===== config.mk =====
export PLATFORM = sky130hd
export DESIGN_NAME = tetris_board_render
export DESIGN_NICKNAME = d
export VERILOG_FILES = /design/src/rtl/tetris_vga_pkg.sv /design/src/rtl/tetris_cell_tracker.sv /design/src/rtl/tetris_board_render.sv
export SDC_FILE = /design/constraint.sdc
export NUM_CORES = 1
export LEC_CHECK = 0
export ABC_CLOCK_PERIOD_IN_PS = 4700
export CORE_MARGIN = 3
export CORE_UTILIZATION = 57
export CTS_BUF_LIST = sky130_fd_sc_hd__clkbuf_2 sky130_fd_sc_hd__clkbuf_4 sky130_fd_sc_hd__clkbuf_8
export CTS_CLUSTER_SIZE = 40
export DETAILED_ROUTE_END_ITERATION = 6
export GPL_TIMING_DRIVEN = 0
export HOLD_SLACK_MARGIN = 0.06
export PLACE_DENSITY_LB_ADDON = 0.3
export SLEW_MARGIN = 10
export SYNTH_ARGS = -nofsm -noshare
export SYNTH_HDL_FRONTEND = slang
export SYNTH_SLANG_ARGS = --single-unit

===== constraint.sdc =====
create_clock -name clk -period 4.7 [get_ports clk]
set_input_delay 0.94 -clock clk [delete_from_list [all_inputs] [get_ports clk]]
set_output_delay 0.94 -clock clk [all_outputs]
set_load 0.05 [all_outputs]

===== src/rtl/tetris_vga_pkg.sv =====
`default_nettype none
// ============================================================================
// Module   : tetris_vga_pkg
// Summary  : Shared geometry defaults, palette and pipeline types for the
//            Tetris playfield pixel renderer.
// Revision : 1.0
// ============================================================================
package tetris_vga_pkg;

    localparam int DEF_X0     = 220;
    localparam int DEF_Y0     = 40;
    localparam int DEF_CELL   = 20;
    localparam int DEF_COLS   = 10;
    localparam int DEF_ROWS   = 20;
    localparam int DEF_BORDER = 4;

    localparam int PIX_LAT = 3;
    localparam int COORD_W = 11;
    localparam int CX_W    = 4;
    localparam int CY_W    = 5;
    localparam int PIX_W   = 5;
    localparam int ADDR_W  = 8;

    localparam logic [COORD_W-1:0] LAST_ACTIVE_ROW = 11'd479;

    localparam logic [7:0] BLANK_COLOR  = 8'h00;
    localparam logic [7:0] GRID_COLOR   = 8'h49;
    localparam logic [7:0] BORDER_COLOR = 8'hFF;

    localparam logic [7:0] PAL_0 = 8'h00;
    localparam logic [7:0] PAL_1 = 8'h1F;
    localparam logic [7:0] PAL_2 = 8'hFC;
    localparam logic [7:0] PAL_3 = 8'h83;
    localparam logic [7:0] PAL_4 = 8'h1C;
    localparam logic [7:0] PAL_5 = 8'hE0;
    localparam logic [7:0] PAL_6 = 8'h03;
    localparam logic [7:0] PAL_7 = 8'hF0;

    // Per-pixel decisions carried from the address stage to the colour stage.
    typedef struct packed {
        logic       ready;
        logic       in_board;
        logic       grid;
        logic       border;
        logic       hit;
        logic [2:0] piece_color;
    } pix_ctl_t;

    function automatic logic [7:0] palette_rgb(input logic [2:0] idx);
        logic [7:0] c;
        c = PAL_0;
        case (idx)
            3'd0: c = PAL_0;
            3'd1: c = PAL_1;
            3'd2: c = PAL_2;
            3'd3: c = PAL_3;
            3'd4: c = PAL_4;
            3'd5: c = PAL_5;
            3'd6: c = PAL_6;
            3'd7: c = PAL_7;
            default: c = PAL_0;
        endcase
        return c;
    endfunction

endpackage
`default_nettype wire


===== src/rtl/tetris_cell_tracker.sv =====
`default_nettype none
// ============================================================================
// Module   : tetris_cell_tracker
// Summary  : Incremental pixel-to-cell mapping (px/py offsets, cell_x/cell_y)
//            and in-board flag, registered on the first pipeline stage.
// Revision : 1.0
// ============================================================================
module tetris_cell_tracker
    import tetris_vga_pkg::*;
#(
    parameter int X0   = DEF_X0,
    parameter int Y0   = DEF_Y0,
    parameter int CELL = DEF_CELL,
    parameter int COLS = DEF_COLS,
    parameter int ROWS = DEF_ROWS
) (
    input  logic               clk,
    input  logic               rst_n,
    input  logic [COORD_W-1:0] col_addr,
    input  logic [COORD_W-1:0] row_addr,
    input  logic               ready,
    input  logic               ready_prev,
    output logic [CX_W-1:0]    cell_x,
    output logic [CY_W-1:0]    cell_y,
    output logic [PIX_W-1:0]   px,
    output logic [PIX_W-1:0]   py,
    output logic               in_board
);

    localparam logic [COORD_W-1:0] X_START  = COORD_W'(X0);
    localparam logic [COORD_W-1:0] X_END    = COORD_W'(X0 + CELL * COLS);
    localparam logic [COORD_W-1:0] Y_START  = COORD_W'(Y0);
    localparam logic [COORD_W-1:0] Y_END    = COORD_W'(Y0 + CELL * ROWS);
    localparam logic [PIX_W-1:0]   PIX_LAST = PIX_W'(CELL - 1);

    logic [CX_W-1:0]  cell_x_q, cell_x_d;
    logic [CY_W-1:0]  cell_y_q, cell_y_d;
    logic [PIX_W-1:0] px_q, px_d;
    logic [PIX_W-1:0] py_q, py_d;
    logic             in_board_q, in_board_d;

    always_comb begin
        cell_x_d   = cell_x_q;
        px_d       = px_q;
        cell_y_d   = cell_y_q;
        py_d       = py_q;
        in_board_d = ready
                     && (col_addr >= X_START) && (col_addr < X_END)
                     && (row_addr >= Y_START) && (row_addr < Y_END);

        if (ready) begin
            if (col_addr == X_START) begin
                cell_x_d = '0;
                px_d     = '0;
            end else if ((col_addr > X_START) && (col_addr < X_END)) begin
                if (px_q == PIX_LAST) begin
                    px_d     = '0;
                    cell_x_d = cell_x_q + 1'b1;
                end else begin
                    px_d = px_q + 1'b1;
                end
            end
        end

        // Rows advance once per line, on the first active pixel of the line.
        if (ready && !ready_prev) begin
            if (row_addr == Y_START) begin
                cell_y_d = '0;
                py_d     = '0;
            end else if ((row_addr > Y_START) && (row_addr < Y_END)) begin
                if (py_q == PIX_LAST) begin
                    py_d     = '0;
                    cell_y_d = cell_y_q + 1'b1;
                end else begin
                    py_d = py_q + 1'b1;
                end
            end
        end
    end

    always_ff @(posedge clk or negedge rst_n) begin
        if (!rst_n) begin
            cell_x_q   <= '0;
            cell_y_q   <= '0;
            px_q       <= '0;
            py_q       <= '0;
            in_board_q <= 1'b0;
        end else begin
            cell_x_q   <= cell_x_d;
            cell_y_q   <= cell_y_d;
            px_q       <= px_d;
            py_q       <= py_d;
            in_board_q <= in_board_d;
        end
    end

    assign cell_x   = cell_x_q;
    assign cell_y   = cell_y_q;
    assign px       = px_q;
    assign py       = py_q;
    assign in_board = in_board_q;

endmodule
`default_nettype wire


===== src/rtl/tetris_board_render.sv =====
`default_nettype none
// ============================================================================
// Module   : tetris_board_render
// Summary  : Three-stage pixel colour pipeline: maps VGA pixels onto the
//            Tetris playfield, reads board RAM, overlays the falling piece.
// Revision : 1.0
// ============================================================================
module tetris_board_render
    import tetris_vga_pkg::*;
#(
    parameter int X0     = DEF_X0,
    parameter int Y0     = DEF_Y0,
    parameter int CELL   = DEF_CELL,
    parameter int COLS   = DEF_COLS,
    parameter int ROWS   = DEF_ROWS,
    parameter int BORDER = DEF_BORDER
) (
    input  logic        clk,
    input  logic        rst_n,
    input  logic [10:0] col_addr_sig,
    input  logic [10:0] row_addr_sig,
    input  logic        ready_sig,
    input  logic        hsync_i,
    input  logic        vsync_i,
    output logic [7:0]  board_addr,
    input  logic [2:0]  board_data,
    input  logic [4:0]  piece_x,
    input  logic [5:0]  piece_y,
    input  logic [15:0] piece_mask,
    input  logic [2:0]  piece_color,
    output logic [7:0]  rgb,
    output logic        hsync_o,
    output logic        vsync_o,
    output logic        frame_tick
);

    localparam logic [COORD_W-1:0] BX_LO = COORD_W'(X0 - BORDER);
    localparam logic [COORD_W-1:0] BX_HI = COORD_W'(X0 + CELL * COLS + BORDER);
    localparam logic [COORD_W-1:0] BY_LO = COORD_W'(Y0 - BORDER);
    localparam logic [COORD_W-1:0] BY_HI = COORD_W'(Y0 + CELL * ROWS + BORDER);

    // Stage 1
    logic               ready_s1_q, ready_s1_d;
    logic               border_s1_q, border_s1_d;
    logic [COORD_W-1:0] row_s1_q, row_s1_d;
    logic [PIX_LAT-1:0] hs_pipe_q, hs_pipe_d;
    logic [PIX_LAT-1:0] vs_pipe_q, vs_pipe_d;
    logic [PIX_LAT-1:0] tick_pipe_q, tick_pipe_d;
    logic               w_frame_end;

    logic [CX_W-1:0]    w_cell_x;
    logic [CY_W-1:0]    w_cell_y;
    logic [PIX_W-1:0]   w_px;
    logic [PIX_W-1:0]   w_py;
    logic               w_in_board;

    // Stage 2
    pix_ctl_t           ctl_s2_q, ctl_s2_d;
    logic [ADDR_W-1:0]  board_addr_q, board_addr_d;
    logic [6:0]         w_dx;
    logic [6:0]         w_dy;
    logic               w_hit;

    // Stage 3
    logic [7:0]         rgb_q, rgb_d;

    tetris_cell_tracker #(
        .X0   (X0),
        .Y0   (Y0),
        .CELL (CELL),
        .COLS (COLS),
        .ROWS (ROWS)
    ) u_cell_tracker (
        .clk        (clk),
        .rst_n      (rst_n),
        .col_addr   (col_addr_sig),
        .row_addr   (row_addr_sig),
        .ready      (ready_sig),
        .ready_prev (ready_s1_q),
        .cell_x     (w_cell_x),
        .cell_y     (w_cell_y),
        .px         (w_px),
        .py         (w_py),
        .in_board   (w_in_board)
    );

    always_comb begin
        ready_s1_d  = ready_sig;
        row_s1_d    = row_addr_sig;
        border_s1_d = ready_sig
                      && (col_addr_sig >= BX_LO) && (col_addr_sig < BX_HI)
                      && (row_addr_sig >= BY_LO) && (row_addr_sig < BY_HI);
        // Active video just ended and the last active line was the final row.
        w_frame_end = ready_s1_q && !ready_sig && (row_s1_q == LAST_ACTIVE_ROW);
        hs_pipe_d   = {hs_pipe_q[PIX_LAT-2:0], hsync_i};
        vs_pipe_d   = {vs_pipe_q[PIX_LAT-2:0], vsync_i};
        tick_pipe_d = {tick_pipe_q[PIX_LAT-2:0], w_frame_end};
    end

    // Box-relative offsets; 0 <= d <= 3 exactly when the upper five bits are zero.
    always_comb begin
        w_dx  = {3'b000, w_cell_x} - {{2{piece_x[4]}}, piece_x};
        w_dy  = {2'b00, w_cell_y} - {piece_y[5], piece_y};
        w_hit = (w_dx[6:2] == 5'd0) && (w_dy[6:2] == 5'd0)
                && piece_mask[{w_dy[1:0], w_dx[1:0]}];
    end

    always_comb begin
        ctl_s2_d             = '0;
        ctl_s2_d.ready       = ready_s1_q;
        ctl_s2_d.in_board    = w_in_board;
        ctl_s2_d.grid        = (w_px == '0) || (w_py == '0);
        ctl_s2_d.border      = border_s1_q;
        ctl_s2_d.hit         = w_hit;
        ctl_s2_d.piece_color = piece_color;

        board_addr_d = board_addr_q;
        if (w_in_board) begin
            board_addr_d = ADDR_W'(w_cell_y) * ADDR_W'(COLS) + ADDR_W'(w_cell_x);
        end
    end

    always_comb begin
        rgb_d = BLANK_COLOR;
        if (!ctl_s2_q.ready) begin
            rgb_d = BLANK_COLOR;
        end else if (ctl_s2_q.in_board) begin
            if (ctl_s2_q.grid) begin
                rgb_d = GRID_COLOR;
            end else if (ctl_s2_q.hit) begin
                rgb_d = palette_rgb(ctl_s2_q.piece_color);
            end else begin
                rgb_d = palette_rgb(board_data);
            end
        end else if (ctl_s2_q.border) begin
            rgb_d = BORDER_COLOR;
        end
    end

    // Sync delay lines reset high so no false sync pulse leaves after reset.
    always_ff @(posedge clk or negedge rst_n) begin
        if (!rst_n) begin
            ready_s1_q   <= 1'b0;
            border_s1_q  <= 1'b0;
            row_s1_q     <= '0;
            hs_pipe_q    <= '1;
            vs_pipe_q    <= '1;
            tick_pipe_q  <= '0;
            ctl_s2_q     <= '0;
            board_addr_q <= '0;
            rgb_q        <= BLANK_COLOR;
        end else begin
            ready_s1_q   <= ready_s1_d;
            border_s1_q  <= border_s1_d;
            row_s1_q     <= row_s1_d;
            hs_pipe_q    <= hs_pipe_d;
            vs_pipe_q    <= vs_pipe_d;
            tick_pipe_q  <= tick_pipe_d;
            ctl_s2_q     <= ctl_s2_d;
            board_addr_q <= board_addr_d;
            rgb_q        <= rgb_d;
        end
    end

    assign board_addr = board_addr_q;
    assign rgb        = rgb_q;
    assign hsync_o    = hs_pipe_q[PIX_LAT-1];
    assign vsync_o    = vs_pipe_q[PIX_LAT-1];
    assign frame_tick = tick_pipe_q[PIX_LAT-1];

endmodule
`default_nettype wire


==> metrics <==
outcome finished clean; placer congestion estimate 0.8088; crit path kind input pin to flop; worst setup margin 1.437 ns; total CTS buffers 9; ANT nets after route 0; drt wl/cell 15.28 µm; synthesized flop and latch total 66; initial antenna violation count 0; Ys Warns 0; Worst R2R Setup Slack 1.93 ns; area share of the largest cell type after synthesis 40.96%; Mean Syn Cell Area 10.33 µm²; final WL 7994 µm; CP startpoint piece_x[0]; P_sw 0.0004257 W; FF-to-FF path depth 8; Layout area overhead 29.73%; Reg-to-Reg End ctl_s2_q[3]$_DFF_PN0_; post-route insts no fill 523; post_cts resized 0; # hold bufs at CTS 0; first-pass GRT wire length 13,540 µm; post-synthesis async set-or-reset flop share 100.0%; initial core utilization 60.49%; RR Startpoint u_cell_tracker.cell_y[0]$_DFFE_PN0P_; I/O pin cnt 79; RSZ-0062 raised after global routing no; Sink Count 66; final worst path period share 69.42%; Final Skew 0.007231 ns; Synth Net Count 447; GRT Residual Overflow 0; nature of the critical path startpoint input pin; synth top area cells dfrtp_1 (41%), ha_1 (9.6%), dfstp_2 (4.3%); # Max-Cap Violations 0; setup_tns 0 ns; dominant synthesized flop cell dfrtp_1; Worst setup endpoint ctl_s2_q[3]$_DFF_PN0_; CP Capture Type flop; GRT Total Usage 23.27%; via count 2,920; clock root buffer clkbuf_8; largest net degree at the start of global routing 67; Seq pwr share 43.4%; FP Rows 28; Worst-Skew Late Latency 0.34 ns; drt drc 0; Crit path required time 4.86 ns; Tmin final 3.263 ns; Via density 5.583; cell taking the most area after synthesis dfrtp_1; dpl ws 1.106 ns; Die Y-Extent 86.20 µm; Longest Clk Path Bufs 2; Detailed Route Iter0 Violations 275; I/O Buffers 77; achievable frequency 306.5 MHz; number of synthesized flops with an enable pin 0; Gate power share 21.2%; sw frac 28.38%; postcts setup bufs 0; Max-slew headroom 30.81%; H-tree Lvls 3; final hold vios 0; post-DP HPWL 5976 µm; cell area power density 315.4 nW/µm²; Gate Count Post-Synth 355; Synth cell types 61; Die Width 86.20 µm; measured slew at the worst slew-check pin 1.030 ns; die area 7430 µm²; Synth Cell Area 3666 µm²; diode count 0; Cell Int Power 0.001074 W; worst hold path class flop to flop; Initial DRT Pass Iterations 4; Clock transition at path regs 0.08 ns; Max Fanout on Critical Path 5; CP arrival 3.43 ns; Slew Limit Fails 0; vias in the first global route 2,915; share of layout cells above drive strength 1 9.152%; post-synthesis sequential area ratio 45.26%; leak pwr 2.126 nW; Placeable Area 6061 µm²; Clock power frac 35.4%; Filler cells 420; Final nets 535; # setup viols final 0; Max VDD drop 303.6 µV; CTS tree done; Placed Cells 507
-- area by class of cell --
class | count | area (µm²) | area share [%]
plain buffers | 9 | 38.79 | 0.8156
clock buffers | 10 | 137.6 | 2.894
clock inverters | 6 | 90.09 | 1.894
inverters | 29 | 108.9 | 2.289
multi-input cells | 251 | 1859 | 39.09
flip-flops and latches | 66 | 1659 | 34.89
well taps | 75 | 93.84 | 1.973
repair buffers | 77 | 768.2 | 16.15
-- state kept, by name, summed over array words and instances (netlist names) --
name	count
row_s1_q	11
vs_pipe_q	3
u_cell_tracker.py	5
hs_pipe_q	3
u_cell_tracker.cell_y	5
board_addr	8
u_cell_tracker.in_board	1
rgb	8
border_s1_q	1
ctl_s2_q	8
ready_s1_q	1
u_cell_tracker.px	5
tick_pipe_q	3
u_cell_tracker.cell_x	4
-- synth_stat cells, drive strengths merged (3+ instances only) --
cell type   n
nor4        4
xnor2       8
o21a        3
mux2        6
a21o        4
ha         28
nand3      11
a41oi       3
fa          4
xor2        4
mux2i       7
nor3        7
dfrtp      60
a21oi      16
a311o       3
inv        29
clkbuf      7
nor2b       5
nand2      29
o21ai      25
or2         3
nor2       21
nand2b      8
dfstp       6
nand4       6
o31ai       8
-- power groups by stage --
stage	clock network [W]	logic, W	registers [W]
2_1_floorplan	0	0.000153	0.000693
3_5_place_dp	0	0.000316	0.000661
4_1_cts	0.000538	0.000321	0.000650
3_3_place_gp	0	0.000301	0.000657
6_report	0.000531	0.000319	0.000651
5_1_grt	0.000568	0.000356	0.000657
-- how the worst min path moves through the flow --
stage / from / endpoint / depth (start not counted)
5_1_grt: tick_pipe_q[1]$_DFF_PN0_ / tick_pipe_q[2]$_DFF_PN0_ / 0
4_1_cts: tick_pipe_q[1]$_DFF_PN0_ / tick_pipe_q[2]$_DFF_PN0_ / 0
3_3_place_gp: tick_pipe_q[0]$_DFF_PN0_ / tick_pipe_q[1]$_DFF_PN0_ / 0
2_1_floorplan: border_s1_q$_DFF_PN0_ / ctl_s2_q[4]$_DFF_PN0_ / 0
6_report: tick_pipe_q[1]$_DFF_PN0_ / tick_pipe_q[2]$_DFF_PN0_ / 0
3_5_place_dp: tick_pipe_q[1]$_DFF_PN0_ / tick_pipe_q[2]$_DFF_PN0_ / 0
-- metrics by stage --
step	total power, W	util [%]	instance area [µm²]	hold slack, ns
after global placement	0.0009579	74.75	4531	0.3336
after detailed placement	0.0009766	74.71	4528	0.3363
after CTS	0.001509	78.47	4756	0.3507
final	0.001500	78.47	4756	0.3475
after global routing	0.001581	78.47	4756	0.3554
after floorplan	0.0008457	-	3666	0.3312
-- worst max-delay path: stages --
cell and delay (ns):
clkdlybuf4s50_1 0.46, ha_1 0.16, inv_1 0.05, fa_1 0.54, nor2b_1 0.19, nor3b_1 0.14
nor4_1 0.19, nand4_1 0.13, a2111oi_0 0.63
-- cell families after synthesis --
| family | Yosys count | share of synthesized area, % |
|---|---|---|
| multiplexers | 15 | 4.983 |
| adder cells (fa/ha/maj) | 32 | 11.74 |
| AND/OR/NAND/NOR | 110 | 15.70 |
| flip-flops | 66 | 45.26 |
| AO/OA/AOI/OAI | 82 | 15.43 |
| XOR/XNOR | 12 | 2.867 |
| buffers and inverters | 38 | 4.027 |
-- placed cells by master, fill, tap and decap left out, drive strengths merged, types with 3 or more instances in the layout --
cell type	instances
clkdlybuf4s50	76
dfrtp	60
inv	29
nand2	29
ha	28
o21ai	25
nor2	21
clkbuf	17
a21oi	16
nand3	11
nand2b	8
xnor2	8
o31ai	8
mux2i	7
nor3	7
mux2	6
nand4	6
dfstp	6
nor2b	5
xor2	4
a21o	4
nor4	4
fa	4
o21a	3
a311o	3
a41oi	3
or2	3
buf	3
clkinv	3
-- layer usage --
layer | up-vias | routed length (µm) | GRT usage, % | share of wire [%]
li1 | 1458 | - | - | -
met2 | 77 | 3990 | 39.66 | 50
met4 | 0 | 229 | 8.924 | 2.9
met3 | 21 | 348 | 5.798 | 4.4
met5 | - | 0 | 0 | 0
met1 | 1364 | 3425 | 28.57 | 43
No activity file was read; power rests on OpenSTA's default activity.
